===== src/rtl/accum_vector_player.sv =====
// Vector player/checker for the registered add/sub accumulator:
// streams stored vectors one per clock and counts Z/Overflow mismatches.
module accum_vector_player #(
    parameter int N      = 16,
    parameter int DEPTH  = 8,
    parameter int ADDR_W = 3,
    parameter int LAT    = 1,
    parameter int ERR_W  = 8
) (
    input  logic              Clock,
    input  logic              Reset,
    input  logic              Wr_En,
    input  logic [ADDR_W-1:0] Wr_Addr,
    input  logic [3*N+3:0]    Wr_Data,
    input  logic [ADDR_W:0]   Num_Vec,
    input  logic              Start,
    output logic [N-1:0]      A,
    output logic [N-1:0]      B,
    output logic              Sel,
    output logic              AddSub,
    output logic              Dut_Reset,
    input  logic [N-1:0]      Z,
    input  logic              Overflow,
    output logic              Busy,
    output logic              Done,
    output logic              Pass,
    output logic [ERR_W-1:0]  Err_Count,
    output logic [ADDR_W-1:0] First_Fail
);
    typedef enum logic [1:0] {S_IDLE, S_RUN, S_FLUSH, S_DONE} state_t;

    localparam logic [ADDR_W:0]  DEPTH_C = DEPTH[ADDR_W:0];
    localparam logic [ADDR_W:0]  ONE_A   = {{ADDR_W{1'b0}}, 1'b1};
    localparam logic [ERR_W-1:0] ONE_E   = {{(ERR_W-1){1'b0}}, 1'b1};
    localparam logic [ERR_W-1:0] ERR_MAX = '1;

    state_t            state_q, state_d;
    logic [3*N+3:0]    mem_q [DEPTH];
    logic [ADDR_W:0]   m_q, m_d, rd_q, rd_d;
    logic [N-1:0]      a_q, a_d, b_q, b_d;
    logic              sel_q, sel_d, as_q, as_d, drst_q, drst_d;
    logic              busy_q, done_q, pass_q;
    logic [ERR_W-1:0]  err_q, err_d;
    logic [ADDR_W-1:0] ff_q, ff_d;

    logic              pv_q [LAT+1];
    logic [N-1:0]      pz_q [LAT+1];
    logic              po_q [LAT+1];
    logic [ADDR_W-1:0] pi_q [LAT+1];

    logic              push_v, idle_w, busy_w, wr_ok, mism, last_chk;
    logic [ADDR_W:0]   num_clamp;
    logic [ADDR_W-1:0] ld_idx;
    logic [3*N+3:0]    vec;

    assign idle_w    = (state_q == S_IDLE) || (state_q == S_DONE);
    assign busy_w    = (state_q == S_RUN) || (state_q == S_FLUSH);
    assign wr_ok     = idle_w && Wr_En && ({1'b0, Wr_Addr} < DEPTH_C);
    assign num_clamp = (Num_Vec > DEPTH_C) ? DEPTH_C : Num_Vec;
    assign ld_idx    = idle_w ? '0 : rd_q[ADDR_W-1:0];

    // Forward a same-edge write so Start+Wr_En plays the fresh slot 0
    assign vec = (wr_ok && (Wr_Addr == ld_idx)) ? Wr_Data : mem_q[ld_idx];

    assign mism = busy_w && pv_q[LAT] &&
                  ((Z != pz_q[LAT]) || (Overflow != po_q[LAT]));
    assign last_chk = busy_w && pv_q[LAT] &&
                      ({1'b0, pi_q[LAT]} == (m_q - ONE_A));

    always_comb begin
        state_d = state_q;
        m_d     = m_q;
        rd_d    = rd_q;
        a_d     = '0;
        b_d     = '0;
        sel_d   = 1'b0;
        as_d    = 1'b0;
        drst_d  = 1'b1;
        push_v  = 1'b0;
        err_d   = err_q;
        ff_d    = ff_q;
        if (mism) begin
            if (err_q != ERR_MAX) err_d = err_q + ONE_E;
            if (err_q == '0) ff_d = pi_q[LAT];
        end
        unique case (state_q)
            S_IDLE, S_DONE: begin
                if (Start) begin
                    err_d = '0;
                    ff_d  = '0;
                    m_d   = num_clamp;
                    rd_d  = ONE_A;
                    if (num_clamp == '0) begin
                        state_d = S_DONE;
                    end else begin
                        push_v  = 1'b1;
                        state_d = (num_clamp == ONE_A) ? S_FLUSH : S_RUN;
                    end
                end
            end
            S_RUN: begin
                push_v = 1'b1;
                rd_d   = rd_q + ONE_A;
                if (rd_q == (m_q - ONE_A)) state_d = S_FLUSH;
            end
            S_FLUSH: begin
                drst_d = 1'b0;
                if (last_chk) state_d = S_DONE;
            end
            default: ;
        endcase
        if (push_v) begin
            {a_d, b_d, sel_d, as_d, drst_d} = vec[3*N+3:N+1];
        end
    end

    always_ff @(posedge Clock) begin
        if (wr_ok) mem_q[Wr_Addr] <= Wr_Data;
    end

    always_ff @(posedge Clock or posedge Reset) begin
        if (Reset) begin
            state_q <= S_IDLE;
            m_q     <= '0;
            rd_q    <= '0;
            a_q     <= '0;
            b_q     <= '0;
            sel_q   <= 1'b0;
            as_q    <= 1'b0;
            drst_q  <= 1'b1;
            busy_q  <= 1'b0;
            done_q  <= 1'b0;
            pass_q  <= 1'b0;
            err_q   <= '0;
            ff_q    <= '0;
            for (int i = 0; i <= LAT; i++) begin
                pv_q[i] <= 1'b0;
                pz_q[i] <= '0;
                po_q[i] <= 1'b0;
                pi_q[i] <= '0;
            end
        end else begin
            state_q <= state_d;
            m_q     <= m_d;
            rd_q    <= rd_d;
            a_q     <= a_d;
            b_q     <= b_d;
            sel_q   <= sel_d;
            as_q    <= as_d;
            drst_q  <= drst_d;
            busy_q  <= (state_d == S_RUN) || (state_d == S_FLUSH);
            done_q  <= (state_d == S_DONE);
            pass_q  <= (state_d == S_DONE) && (err_d == '0);
            err_q   <= err_d;
            ff_q    <= ff_d;
            pv_q[0] <= push_v;
            pz_q[0] <= vec[N:1];
            po_q[0] <= vec[0];
            pi_q[0] <= ld_idx;
            for (int i = 1; i <= LAT; i++) begin
                pv_q[i] <= pv_q[i-1];
                pz_q[i] <= pz_q[i-1];
                po_q[i] <= po_q[i-1];
                pi_q[i] <= pi_q[i-1];
            end
        end
    end

    assign A          = a_q;
    assign B          = b_q;
    assign Sel        = sel_q;
    assign AddSub     = as_q;
    assign Dut_Reset  = drst_q;
    assign Busy       = busy_q;
    assign Done       = done_q;
    assign Pass       = pass_q;
    assign Err_Count  = err_q;
    assign First_Fail = ff_q;
endmodule


===== config.mk =====
export PLATFORM = sky130hd
export DESIGN_NAME = accum_vector_player
export DESIGN_NICKNAME = d
export VERILOG_FILES = /design/src/rtl/accum_vector_player.sv
export SDC_FILE = /design/constraint.sdc
export NUM_CORES = 1
export LEC_CHECK = 0
export ABC_CLOCK_PERIOD_IN_PS = 8650
export CAP_MARGIN = 20
export CORE_ASPECT_RATIO = 0.75
export CORE_MARGIN = 2
export CORE_UTILIZATION = 55
export DETAILED_ROUTE_END_ITERATION = 6
export PLACE_DENSITY = 0.75
export SYNTH_ARGS = -nofsm -noshare
export SYNTH_HDL_FRONTEND = slang
export SYNTH_SLANG_ARGS = --single-unit

===== constraint.sdc =====
create_clock -name Clock -period 8.65 [get_ports Clock]
set_clock_uncertainty 0.2 [all_clocks]
set_input_delay 0.865 -clock Clock [delete_from_list [all_inputs] [get_ports Clock]]
set_output_delay 0.865 -clock Clock [all_outputs]
set_load 0.01 [all_outputs]

---- Yosys cells after proc, flatten, opt, wreduce, memory -nomap -nowiden ----
Memory sizes are Yosys's and may differ from the RTL's.
Cells that the tools add are included.
W data, S select, Z words.
operators by class
  $add $sub $neg .......................... 3
  $mul .................................... 0
  divide/modulo/power cells ............... 0
  order comparisons ....................... 1
  equal/unequal tests ..................... 14
  shift-type cells ........................ 0
  muxes and demuxes ....................... 30
  bitwise logic cells ..................... 0
  reduce and logical (&&, ||, !) cells .... 18
operators by type and width
  cell                   count
  $mux W52               1
  $mux W16               2
  $mux W8                4
  $logic_not A8 Y1       2
  $ne A16 B16 Y1         1
  $mux W3                5
  $mux W2                5
  $add A8 B1 Y8 const B  1
  $eq A2 B2 Y1 const B   4
  $mux W1                8
  $mux W4                2
  $ne A8 B8 Y1 const B   1
  $pmux W4 S2            1
  $logic_and A1 B1 Y1    6
  $pmux W2 S3            1
  $add A4 B1 Y4 const B  1
  $eq A2 B1 Y1 const B   2
  $eq A3 B4 Y1           1
  $eq A4 B1 Y1 const B   1
  $eq A4 B4 Y1           1
  $gt A4 B4 Y1 const B   1
  $logic_not A4 Y1       1
  $logic_or A1 B1 Y1     4
  $reduce_and A2 Y1      2
  8 further kinds        8
word-level totals
  bits in registers ....................... 101
  bits in latches ......................... 0
  bits in writable memories ............... 416
  ROM bits ................................ 0
  input bits .............................. 80
  logic and storage cells ................. 88
  memories kept ........................... 1
memory list
  memory  depth  bits a word  rd ports  clocked after Yosys merged registers in  wr ports  RTL line  RTL
  mem_q   8      52           1         0                                        1         38        logic [3*N+3:0] mem_q [DEPTH];

---- Logic depth before layout (Yosys ltp) ----
Gate-level depths: netlist of the first run.
  word-level depth ........................ 9
  mapped depth ............................ 11
  depth with buffers taken out ............ 11

---- Least setup slack after synthesis of the first run ----
OpenSTA, ideal clock, no wires.
  kind .................................... reg2reg
  start ................................... reg state_q[0]
  end ..................................... mem mem_q[6][0] (netlist name), enable pin
  setup time .............................. 0.537 ns
  arrival ................................. 5.376 ns
  required time ........................... 7.913 ns
  path slack .............................. 2.538 ns
  stages on the path, launching flop included .. 7
  buffers on the path ..................... 2
  cell sequence ........................... dfrtp_1 inv_1 ha_1 clkbuf_1 buf_1 nand3_1 nor3b_1
between the ends
  cells in the longest elaborated chain, start to end .. 5
RTL lines
  what                                                     RTL line  RTL
  from (decl)                                              37        state_t state_q, state_d;
  from (signal assigned)                                   143       state_q <= state_d;
  $eq A2 B2 Y1 / $logic_not A2 Y1 (equally long branches)  56        assign idle_w = (state_q == S_IDLE) || (state_q == S_DONE);
  $logic_or A1 B1 Y1 (*)                                   56
  $logic_and A1 B1 Y1 (*)                                  58        assign wr_ok = idle_w && Wr_En && ({1'b0, Wr_Addr} < DEPTH_C);
  $mux W1 (*)                                              118       if (wr_ok) mem_q[Wr_Addr] <= Wr_Data;
  $mux W1 (not written as such) (*)                        118
  to (decl)                                                38
Mark *: on every way between the ends. The rest lies on a longest branch, timed or not.

---- Worst setup path after layout of the first run ----
  start ................................... reg state_q[0]
  end ..................................... reg drst_q, in the netlist Dut_Reset
between the ends
  cells in the longest elaborated chain, start to end .. 7
RTL lines
  what                                                                    RTL line  RTL
  parallel branches: the longest is 6 deep, another holds $mem_v2 Z8 W52  --
  $mux W1 (*)                                                             112       if (push_v) begin
  via drst_d                                                              41        logic sel_q, sel_d, as_q, as_d, drst_q, drst_d;
  to (signal assigned)                                                    150       drst_q <= drst_d;
  to (decl)                                                               41
Mark *: on every way through the listed nets, which the timed path passes.
A chain may end at the register's enable or synchronous reset.

==> flow_summary.yaml, run 1 <==
clock_network:
  clk_pin_slew_ns: 0.06
  cts_max_path_buffers: 3
  cts_tree: "done"
  cts_sinks: 517
  postCtsSetupRepairBufs: 0
  cts-resized-gates: 0
  clk_latency_ns: 0.56
  ctsHoldBuffers: 0
  cts_root_buffer: "clkbuf_16"
  cts_buffers: 48
  cts_max_level: 2
floorplan:
  die_width_um: 225
  dieArea_um2: 38300
  io_pins: 129
  coreArea_um2: 36000
  start_util_pct: 56.1
  fp-row-count: 60
  fp.dieH_um: 170
power_and_ir_drop:
  power_density_nw_per_um2: 313
  p_leak_uw: 0.00842
  peakVddDrop_mv: 0.241
route:
  drtPass1Iterations: 7
  avgRoutedWirePerCell_um: 23.5
  drt_iter0_markers: 1171
  routed_wl_mm: 43.9
  vias_per_cell: 6.06
  drcViolationCount: 2
  vias: 11300
  ant_nets: 0
worst_setup_path:
  crit_type: "reg -> reg"
  cp-end-kind: "flop"
  cp-endpoint: "Dut_Reset$_DFF_PP1_"
  r2r_start: "state_q[0]$_DFF_PP0_"
  crit_family: "buffers and inverters"
  r2r-end: "Dut_Reset$_DFF_PP1_"
  worstPathArrival_ns: 4.84
  reg2reg_depth: 11
  crit_required_ns: 8.93
  cp_slowest_cell: "buf_4"
  slowest_delay_ns: 0.76
  r2r_slack_ns: 4.10
  path_cells: "inv_1 > ha_2 > buf_4 > nand3b_1 > or3_2 > buf_4 > clkinv_2 > buf_4 > nor2_1 > a221oi_1 > a21oi_1"
  crit_top_cell: "buf_4"
  cp_max_fo: 71
  startpoint: "state_q[0]$_DFF_PP0_"
  critPathBufInv: 5
  crit_cells: 11
  start_kind: "flop"
synth:
  synthFlopType: "edfxtp_1"
  synthCells: 1241
  yosys.area.top_type_share_pct: 61.8
  syn_area_per_cell_um2: 16.3
  yosysSeqAreaShare_pct: 74.3
  yosysWarnings: 0
  synthTopCellsByArea: "edfxtp_1, dfrtp_1, mux2i_1"
  yosysTopAreaCell: "edfxtp_1"
  synth_edf_count: 416
  ys_ff_latch: 517
  synthArstFlopShare_pct: 19.5
  syn_nets: 1329
  yosys.cell_types.count: 53
  syn-cell-area_um2: 20200
grt:
  antenna_found_initial: 3
  grt_max_degree: 74
  first_global_vias: 11300
  grt_pass1_wl_mm: 67.4
  grtUsageTotal_pct: 23.4
  overflow: 0
layout:
  mostFrequentLayoutCells: "edfxtp_1, mux2i_1, clkdlybuf4s50_1"
  drive_above_1_share_pct: 10.3
  post-route-util_pct: 65.4
  design_area_um2: 23600
  fin_cells: 1871
  seqCellArea_um2: 15000
  nNetsFinal: 1452
  fillers: 2467
  layout_commonest_cell: "edfxtp_1"
  syn2layout_area_growth_pct: 16.6
  multiInputGateArea_um2: 4800
timing:
  rsz0062_at_grt: "false"
  hold_violations: 0
  drv_slew: 0
  final.setup.worst_slack_ns: 4.10
  relSlewSlack_pct: 27.3
  setup_viol: 0
  tns_ns: 0
  worstMarginPinSlew_ns: 1.09
  clock.fmax_ghz: 0.220
  period_minus_slack_ns: 4.55
  finalCritPeriodShare_pct: 52.6
outcome:
  status: "complete, but fails checks"
  violations: "DRC"
run:
  maxCapViolations: 0
place:
  port_buffers: 128
  detailed_place_hpwl_mm: 22.6
  placed_area_um2: 21900
  dp.cells: 1777
  post-place-ws_ns: 4.13
  gp_congestion: 0.823
hold_path:
  min_path_type: "reg -> reg"
## Yosys cell counts (all sizes together), types with 2 or more instances
cell and n:
a21oi 44, edfxtp 416, nor3 9, dfrtp 100
mux2i 158, nand3 39, xor2 13, and4 4
nand4 7, mux4 17, buf 48, o22ai 52
nand3b 5, o21ai 94, mux2 2, ha 8
a211oi 3, clkbuf 29, nor2 56, or3 2
a221o 34, nand2b 5, nor3b 4, inv 14
o221ai 2, nor2b 2, and3 3, nand2 38
xnor2 20, a221oi 2
## where the power goes
group	total [µW]	internal (µW)	switching [µW]
registers	3120	2990	129
logic	2130	849	1280
clock network	2130	1240	886
total	7380	5090	2300
## worst min path at each step
stage	depth (start not counted)	end	startpoint
floorplan	0	pi_q[0]$_DFF_PP0_	pi_q[3]$_DFF_PP0_
global placement	0	pv_q[0]$_DFF_PP0_	pv_q[1]$_DFF_PP0_
detailed placement	0	pi_q[2]$_DFF_PP0_	pi_q[5]$_DFF_PP0_
CTS	0	pz_q[8]$_DFF_PP0_	pz_q[24]$_DFF_PP0_
global route	0	pz_q[1]$_DFF_PP0_	pz_q[17]$_DFF_PP0_
finish	0	pz_q[8]$_DFF_PP0_	pz_q[24]$_DFF_PP0_
## cell type report
class                      instances  share of cell area [%]
clock inverter                    27                    1.13
clock buffer                      63                    5.68
sequential                       517                    63.8
tap                              465                    2.47
antenna                            2                  0.0212
multi-input combinational        632                    20.4
inverter                          15                   0.255
timing repair buffer             150                    6.31
## per-stage QoR
stage                     power [µW]  hold WS, ns
after floorplan                 4620        0.131
after global placement          5210        0.131
after detailed placement        5270        0.136
after CTS                       7400        0.150
after global routing            7700        0.152
final                           7380        0.147
## sequential cells by signal, summed over array words and instances (netlist names), 2 cells and up
name,cells
mem_q,416
pz_q,32
A,16
B,16
Err_Count,8
pi_q,6
m_q,4
rd_q,4
First_Fail,3
po_q,2
pv_q,2
state_q,2
## worst register-to-register path, cell delays in order, from the launching register on
cell and delay (ns):
dfrtp_1 0.37, inv_1 0.09, ha_2 0.31, buf_4 0.56, nand3b_1 0.35, or3_2 0.50, buf_4 0.34, clkinv_2 0.46
buf_4 0.76, nor2_1 0.17, a221oi_1 0.30, a21oi_1 0.07
## cell families (layout without fill, tap and decap cells)
| kind of cell | count (synthesis) | count (layout) | synth area share, % |
|---|---|---|---|
| DFF | 517 | 517 | 74.3 |
| AOI/OAI and AO/OA | 238 | 238 | 7.44 |
| muxes | 177 | 177 | 9.83 |
| and+or+nand+nor | 176 | 176 | 4.19 |
| buffers and inverters | 92 | 255 | 2.30 |
| xor gates and xnor gates | 33 | 33 | 1.43 |
| adders and majority gates | 8 | 8 | 0.495 |
| other | 0 | 2 | 0 |
## per-layer routing
metal / global-route usage, % / part of all wire [%] / up-vias
li1: - / - / 5066
met5: 0 / 0.025 / -
met4: 6.25 / 1.6 / 2
met1: 34.6 / 44 / 5749
met3: 3.71 / 7.6 / 58
met2: 36.6 / 47 / 468
Note: power is estimated with default switching activity, not from simulation.
==> run 2: changes to the inputs <==
- ABC_CLOCK_PERIOD_IN_PS: 8650 -> 4650
- clock period: 8.65 -> 4.65 ns (I/O delays scaled with it)
==> run 2 against run 1 <==
The flow now finishes without violations. Critical endpoint is now mem_q[0][9]$_DFFE_PP_. Via count up 1.3%. Power up 85%. Clock power up 81%. Routed wire length up 1.2%. Largest cell class unchanged. Global-route usage up 0.24 points. Hold slack about the same. Critical path depth down 5. Sequential share of layout area about the same. Setup slack worse by 2.8 ns. Critical path type unchanged. Cell count up 0.11%.
==> flow_summary.yaml, run 2 (same netlist as run 1, synthesis figures left out) <==
worst_setup_path:
  start_kind: "flop"
  slowest_delay_ns: 0.66
  crit_required_ns: 4.66
  cp_slowest_cell: "ha_2"
  worstPathArrival_ns: 3.37
  reg2reg_depth: 6
  r2r-end: "mem_q[0][9]$_DFFE_PP_"
  cp_max_fo: 59
  crit_type: "reg -> reg"
  r2r_slack_ns: 1.29
  cp-end-kind: "flop"
  path_cells: "inv_1 > ha_2 > nand3b_1 > or3_2 > clkinv_2 > buf_12"
  r2r_start: "state_q[0]$_DFF_PP0_"
clock_network:
  clk_pin_slew_ns: 0.06
  ctsHoldBuffers: 0
  cts_root_buffer: "clkbuf_16"
  cts_tree: "done"
  cts_buffers: 48
  clk_latency_ns: 0.57
  cts-resized-gates: 0
  cts_max_path_buffers: 3
  postCtsSetupRepairBufs: 0
  cts_max_level: 2
  cts_sinks: 517
timing:
  timing.hold.ws_ns: 0.147
  hold_violations: 0
  drv_slew: 0
  worstMarginPinSlew_ns: 1.10
  clock.fmax_ghz: 0.298
  period_minus_slack_ns: 3.36
  finalCritPeriodShare_pct: 72.3
  setup_viol: 0
  relSlewSlack_pct: 26.3
  rsz0062_at_grt: "false"
  final.setup.worst_slack_ns: 1.29
hold_path:
  hold_path_end: "pi_q[1]$_DFF_PP0_"
  min_path_type: "reg -> reg"
  holdCritStartpoint: "pi_q[4]$_DFF_PP0_"
  whs_path_depth: 0
power_and_ir_drop:
  intPower_uw: 9350
  combinationalPowerShare_pct: 29.0
  peakVddDrop_mv: 0.425
  p_switching_uw: 4310
  switching_share_pct: 31.6
  p_seq_share_pct: 42.8
  p_leak_uw: 0.00842
  p_clk_share_pct: 28.2
  power_density_nw_per_um2: 580
layout:
  top_register: "mem_q"
  largestRegisters: "mem_q: 416 flops, pz_q: 32 flops"
  syn2layout_area_growth_pct: 16.7
  seqCellArea_um2: 15000
  nNetsFinal: 1456
  fillers: 2467
  layout_commonest_cell: "edfxtp_1"
  post-route-util_pct: 65.4
  largest_register_ff_count: 416
  multiInputGateArea_um2: 4820
  n_antenna_cell: 0
  drive_above_1_share_pct: 10.2
  mostFrequentLayoutCells: "edfxtp_1, mux2i_1, clkdlybuf4s50_1"
route:
  vias: 11500
  drcViolationCount: 0
  avgRoutedWirePerCell_um: 23.7
  routed_wl_mm: 44.5
  vias_per_cell: 6.13
  drt_iter0_markers: 1178
  drtPass1Iterations: 5
  ant_nets: 0
grt:
  grt_max_degree: 69
  first_global_vias: 11300
  grtUsageTotal_pct: 23.6
  overflow: 0
  antenna_found_initial: 1
  grt_pass1_wl_mm: 67.9
place:
  detailed_place_hpwl_mm: 24.1
  post-place-ws_ns: 1.39
  gp_congestion: 0.818
  port_buffers: 128
floorplan:
  coreArea_um2: 36000
  fp-row-count: 60
  fp.dieH_um: 170
  dieArea_um2: 38300
  start_util_pct: 56.1
  die_width_um: 225
  io_pins: 129
outcome:
  status: "finished clean"
run:
  maxCapViolations: 0
[run 2: power groups by stage]
stage          Sequential (µW)  Combinational [µW]  Clock [µW]
5_1_grt                   5880                4280        4100
6_report                  5840                3970        3860
2_1_floorplan             5870                2720           0
3_3_place_gp              5920                3840           0
3_5_place_dp              5930                3930           0
4_1_cts                   5840                3970        3910
[run 2: cell type report]
class	instances	area share (%)
clock buffer	64	5.57
clock inverter	26	0.976
sequential	517	63.7
timing repair buffer	154	6.53
multi-input combinational	632	20.5
inverter	15	0.255
tap	465	2.47
[run 2: how the worst max path moves through the flow]
stage / startpoint / end / cells past startpoint
after CTS: state_q[0]$_DFF_PP0_ / mem_q[0][9]$_DFFE_PP_ / 6
after global placement: state_q[0]$_DFF_PP0_ / mem_q[0][3]$_DFFE_PP_ / 6
after detailed placement: state_q[0]$_DFF_PP0_ / mem_q[0][4]$_DFFE_PP_ / 6
final: state_q[0]$_DFF_PP0_ / mem_q[0][9]$_DFFE_PP_ / 6
after global routing: state_q[0]$_DFF_PP0_ / mem_q[0][3]$_DFFE_PP_ / 6
after floorplan: state_q[0]$_DFF_PP0_ / mem_q[4][0]$_DFFE_PP_ / 4
[run 2: per-stage QoR]
stage	setup TNS [ns]	instance area, µm²	cells	total power, µW
after floorplan	-86.61	20200	1241	8590
after global placement	0	22000	1783	9750
after detailed placement	0	22000	1783	9860
after CTS	0	23600	1873	13700
after global routing	0	23600	1873	14300
final	0	23600	1873	13700
[run 2: metal layers]
metal,global-route usage (%),vias up,routed length (µm)
li1,-,5082,-
met2,36.8,529,20600
met1,34.6,5796,19300
met3,4.25,76,3550
met5,0,-,13
met4,6.68,2,1010
[run 2: worst max-delay path, delay by kind of cell, from the launching register on]
family | cells | cell delay [ns]
and+or+nand+nor | 2 | 0.84
buffers and inverters | 3 | 0.83
adders and majority gates | 1 | 0.66
DFF | 1 | 0.37
==> run 3: changes to the inputs <==
- ABC_CLOCK_PERIOD_IN_PS: 4650 -> 2800
- CORE_UTILIZATION: 55 -> 53
- clock period: 4.65 -> 2.8 ns (I/O delays scaled with it)
==> run 3 against run 2 <==
Routed wire length is 1.1% higher. Cell area is 1.7% higher. Largest power group unchanged. Sequential share of layout area is 1.1 points lower. Cell count is 3.3% higher. Combinational power is 76% higher.
==> flow_summary.yaml, run 3 (same netlist as run 1, synthesis figures left out) <==
worst_setup_path:
  worstPathArrival_ns: 2.93
  crit_required_ns: 3.07
  slowest_delay_ns: 0.42
  crit_type: "reg -> reg"
  path_cells: "inv_1 > ha_1 > xnor2_1 > xor2_1 > nand2_1 > o41a_1 > o31ai_2 > ha_1 > o21ai_1 > o41ai_2"
  crit_top_cell: "ha_1"
  cp_max_fo: 4
  cp_slowest_cell: "dfrtp_1"
  crit_cells: 10
  cp-end-kind: "flop"
  critPathBufInv: 1
  start_kind: "flop"
  crit_family: "compound AO/OA/AOI/OAI gates"
  reg2reg_depth: 10
floorplan:
  die_width_um: 229
  dieArea_um2: 39700
  fp-row-count: 61
  fp.dieH_um: 173
  coreArea_um2: 37300
  io_pins: 129
  start_util_pct: 54.1
timing:
  relSlewSlack_pct: 35.7
  period_minus_slack_ns: 2.66
  clock.fmax_ghz: 0.376
  final.setup.worst_slack_ns: 0.138
  hold_violations: 0
  timing.hold.ws_ns: 0.0586
  worstMarginPinSlew_ns: 0.965
  setup_viol: 0
  drv_slew: 0
  finalCritPeriodShare_pct: 95.1
  tns_ns: 0
layout:
  drive_above_1_share_pct: 11.7
  fillers: 2546
  nNetsFinal: 1480
  largestRegisters: "mem_q: 416 flops, pz_q: 32 flops"
  fin_cells: 1935
  design_area_um2: 24000
  layout_commonest_cell: "edfxtp_1"
  mostFrequentLayoutCells: "edfxtp_1, mux2i_1, clkdlybuf4s50_1"
  top_register: "mem_q"
  syn2layout_area_growth_pct: 18.6
  largest_register_ff_count: 416
clock_network:
  clk_latency_ns: 0.58
  cts_tree: "done"
  cts-resized-gates: 0
  ctsHoldBuffers: 0
  postCtsSetupRepairBufs: 0
  cts_sinks: 517
  cts_max_path_buffers: 3
  cts_root_buffer: "clkbuf_16"
  cts_max_level: 2
  cts_buffers: 47
  clk_pin_slew_ns: 0.06
hold_path:
  min_path_type: "in -> async"
grt:
  grt_pass1_wl_mm: 69.0
  grtUsageTotal_pct: 22.7
  antenna_found_initial: 2
  grt_max_degree: 102
  overflow: 0
  first_global_vias: 11600
power_and_ir_drop:
  p_leak_uw: 0.00857
  power_density_nw_per_um2: 957
  peakVddDrop_mv: 0.969
place:
  post-place-ws_ns: 0.130
  dp.cells: 1847
  placed_area_um2: 22500
  port_buffers: 128
  detailed_place_hpwl_mm: 25.5
  gp_congestion: 0.823
route:
  vias: 11400
  avgRoutedWirePerCell_um: 23.2
  ant_nets: 0
  drt_iter0_markers: 1151
  drcViolationCount: 0
  routed_wl_mm: 45.0
  vias_per_cell: 5.91
  drtPass1Iterations: 7
outcome:
  status: "finished clean"
run:
  maxCapViolations: 0
==> run 3: metrics by stage <==
| stage | power (µW) | util (%) |
|---|---|---|
| 6_report | 22900 | 64.2 |
| 4_1_cts | 23000 | 64.2 |
| 3_5_place_dp | 16700 | 60.2 |
| 5_1_grt | 24000 | 64.2 |
| 3_3_place_gp | 16600 | 60.2 |
| 2_1_floorplan | 14400 | - |
==> run 3: final timing paths <==
| check | to | slack [ns] | from |
|---|---|---|---|
| hold reg to reg | pz_q[15]$_DFF_PP0_ | 0.15 | pz_q[31]$_DFF_PP0_ |
| setup reg to reg | Pass$_DFF_PP0_ | 0.14 | m_q[0]$_DFFE_PP0P_ |
| max in group asynchronous | pz_q[24]$_DFF_PP0_ | 1.86 | Reset |
| setup / recovery | Pass$_DFF_PP0_ | 0.14 | m_q[0]$_DFFE_PP0P_ |
| min in group Clock | m_q[2]$_DFFE_PP0P_ | 0.14 | Num_Vec[2] |
| hold / removal | Busy$_DFF_PP0_ | 0.06 | Reset |
==> run 3: layout make-up <==
cell class | instances | area, µm² | area share, %
inverters | 15 | 61.3 | 0.256
well taps | 504 | 631 | 2.63
clock inverters | 12 | 128 | 0.532
multi-input cells | 632 | 4860 | 20.3
clock buffers | 75 | 1380 | 5.77
diodes | 1 | 2.50 | 0.0104
flip-flops and latches | 517 | 15000 | 62.7
repair buffers | 179 | 1880 | 7.83
==> run 3: worst register-to-register path: stages, from the launching register on <==
cell and delay [ns]:
dfrtp_1 0.42, inv_1 0.08, ha_1 0.21, xnor2_1 0.31, xor2_1 0.18, nand2_1 0.08, o41a_1 0.33, o31ai_2 0.26
ha_1 0.23, o21ai_1 0.08, o41ai_2 0.19
==> run 3: where the power goes <==
part           switching (µW)  total, µW  internal [µW]  leakage [µW]
clock network            2720       6300           3580      0.000730
registers                 432       9670           9240       0.00504
logic                    4090       6980           2890       0.00279
==> run 3: metal layers <==
metal  vias to the layer above  share of wire [%]  GRT usage, %
met5                         -              0.029             0
met4                         2                1.6          5.90
met3                        58                7.2          3.91
met2                       448                 47          35.5
met1                      5812                 44          33.5
li1                       5110                  -             -
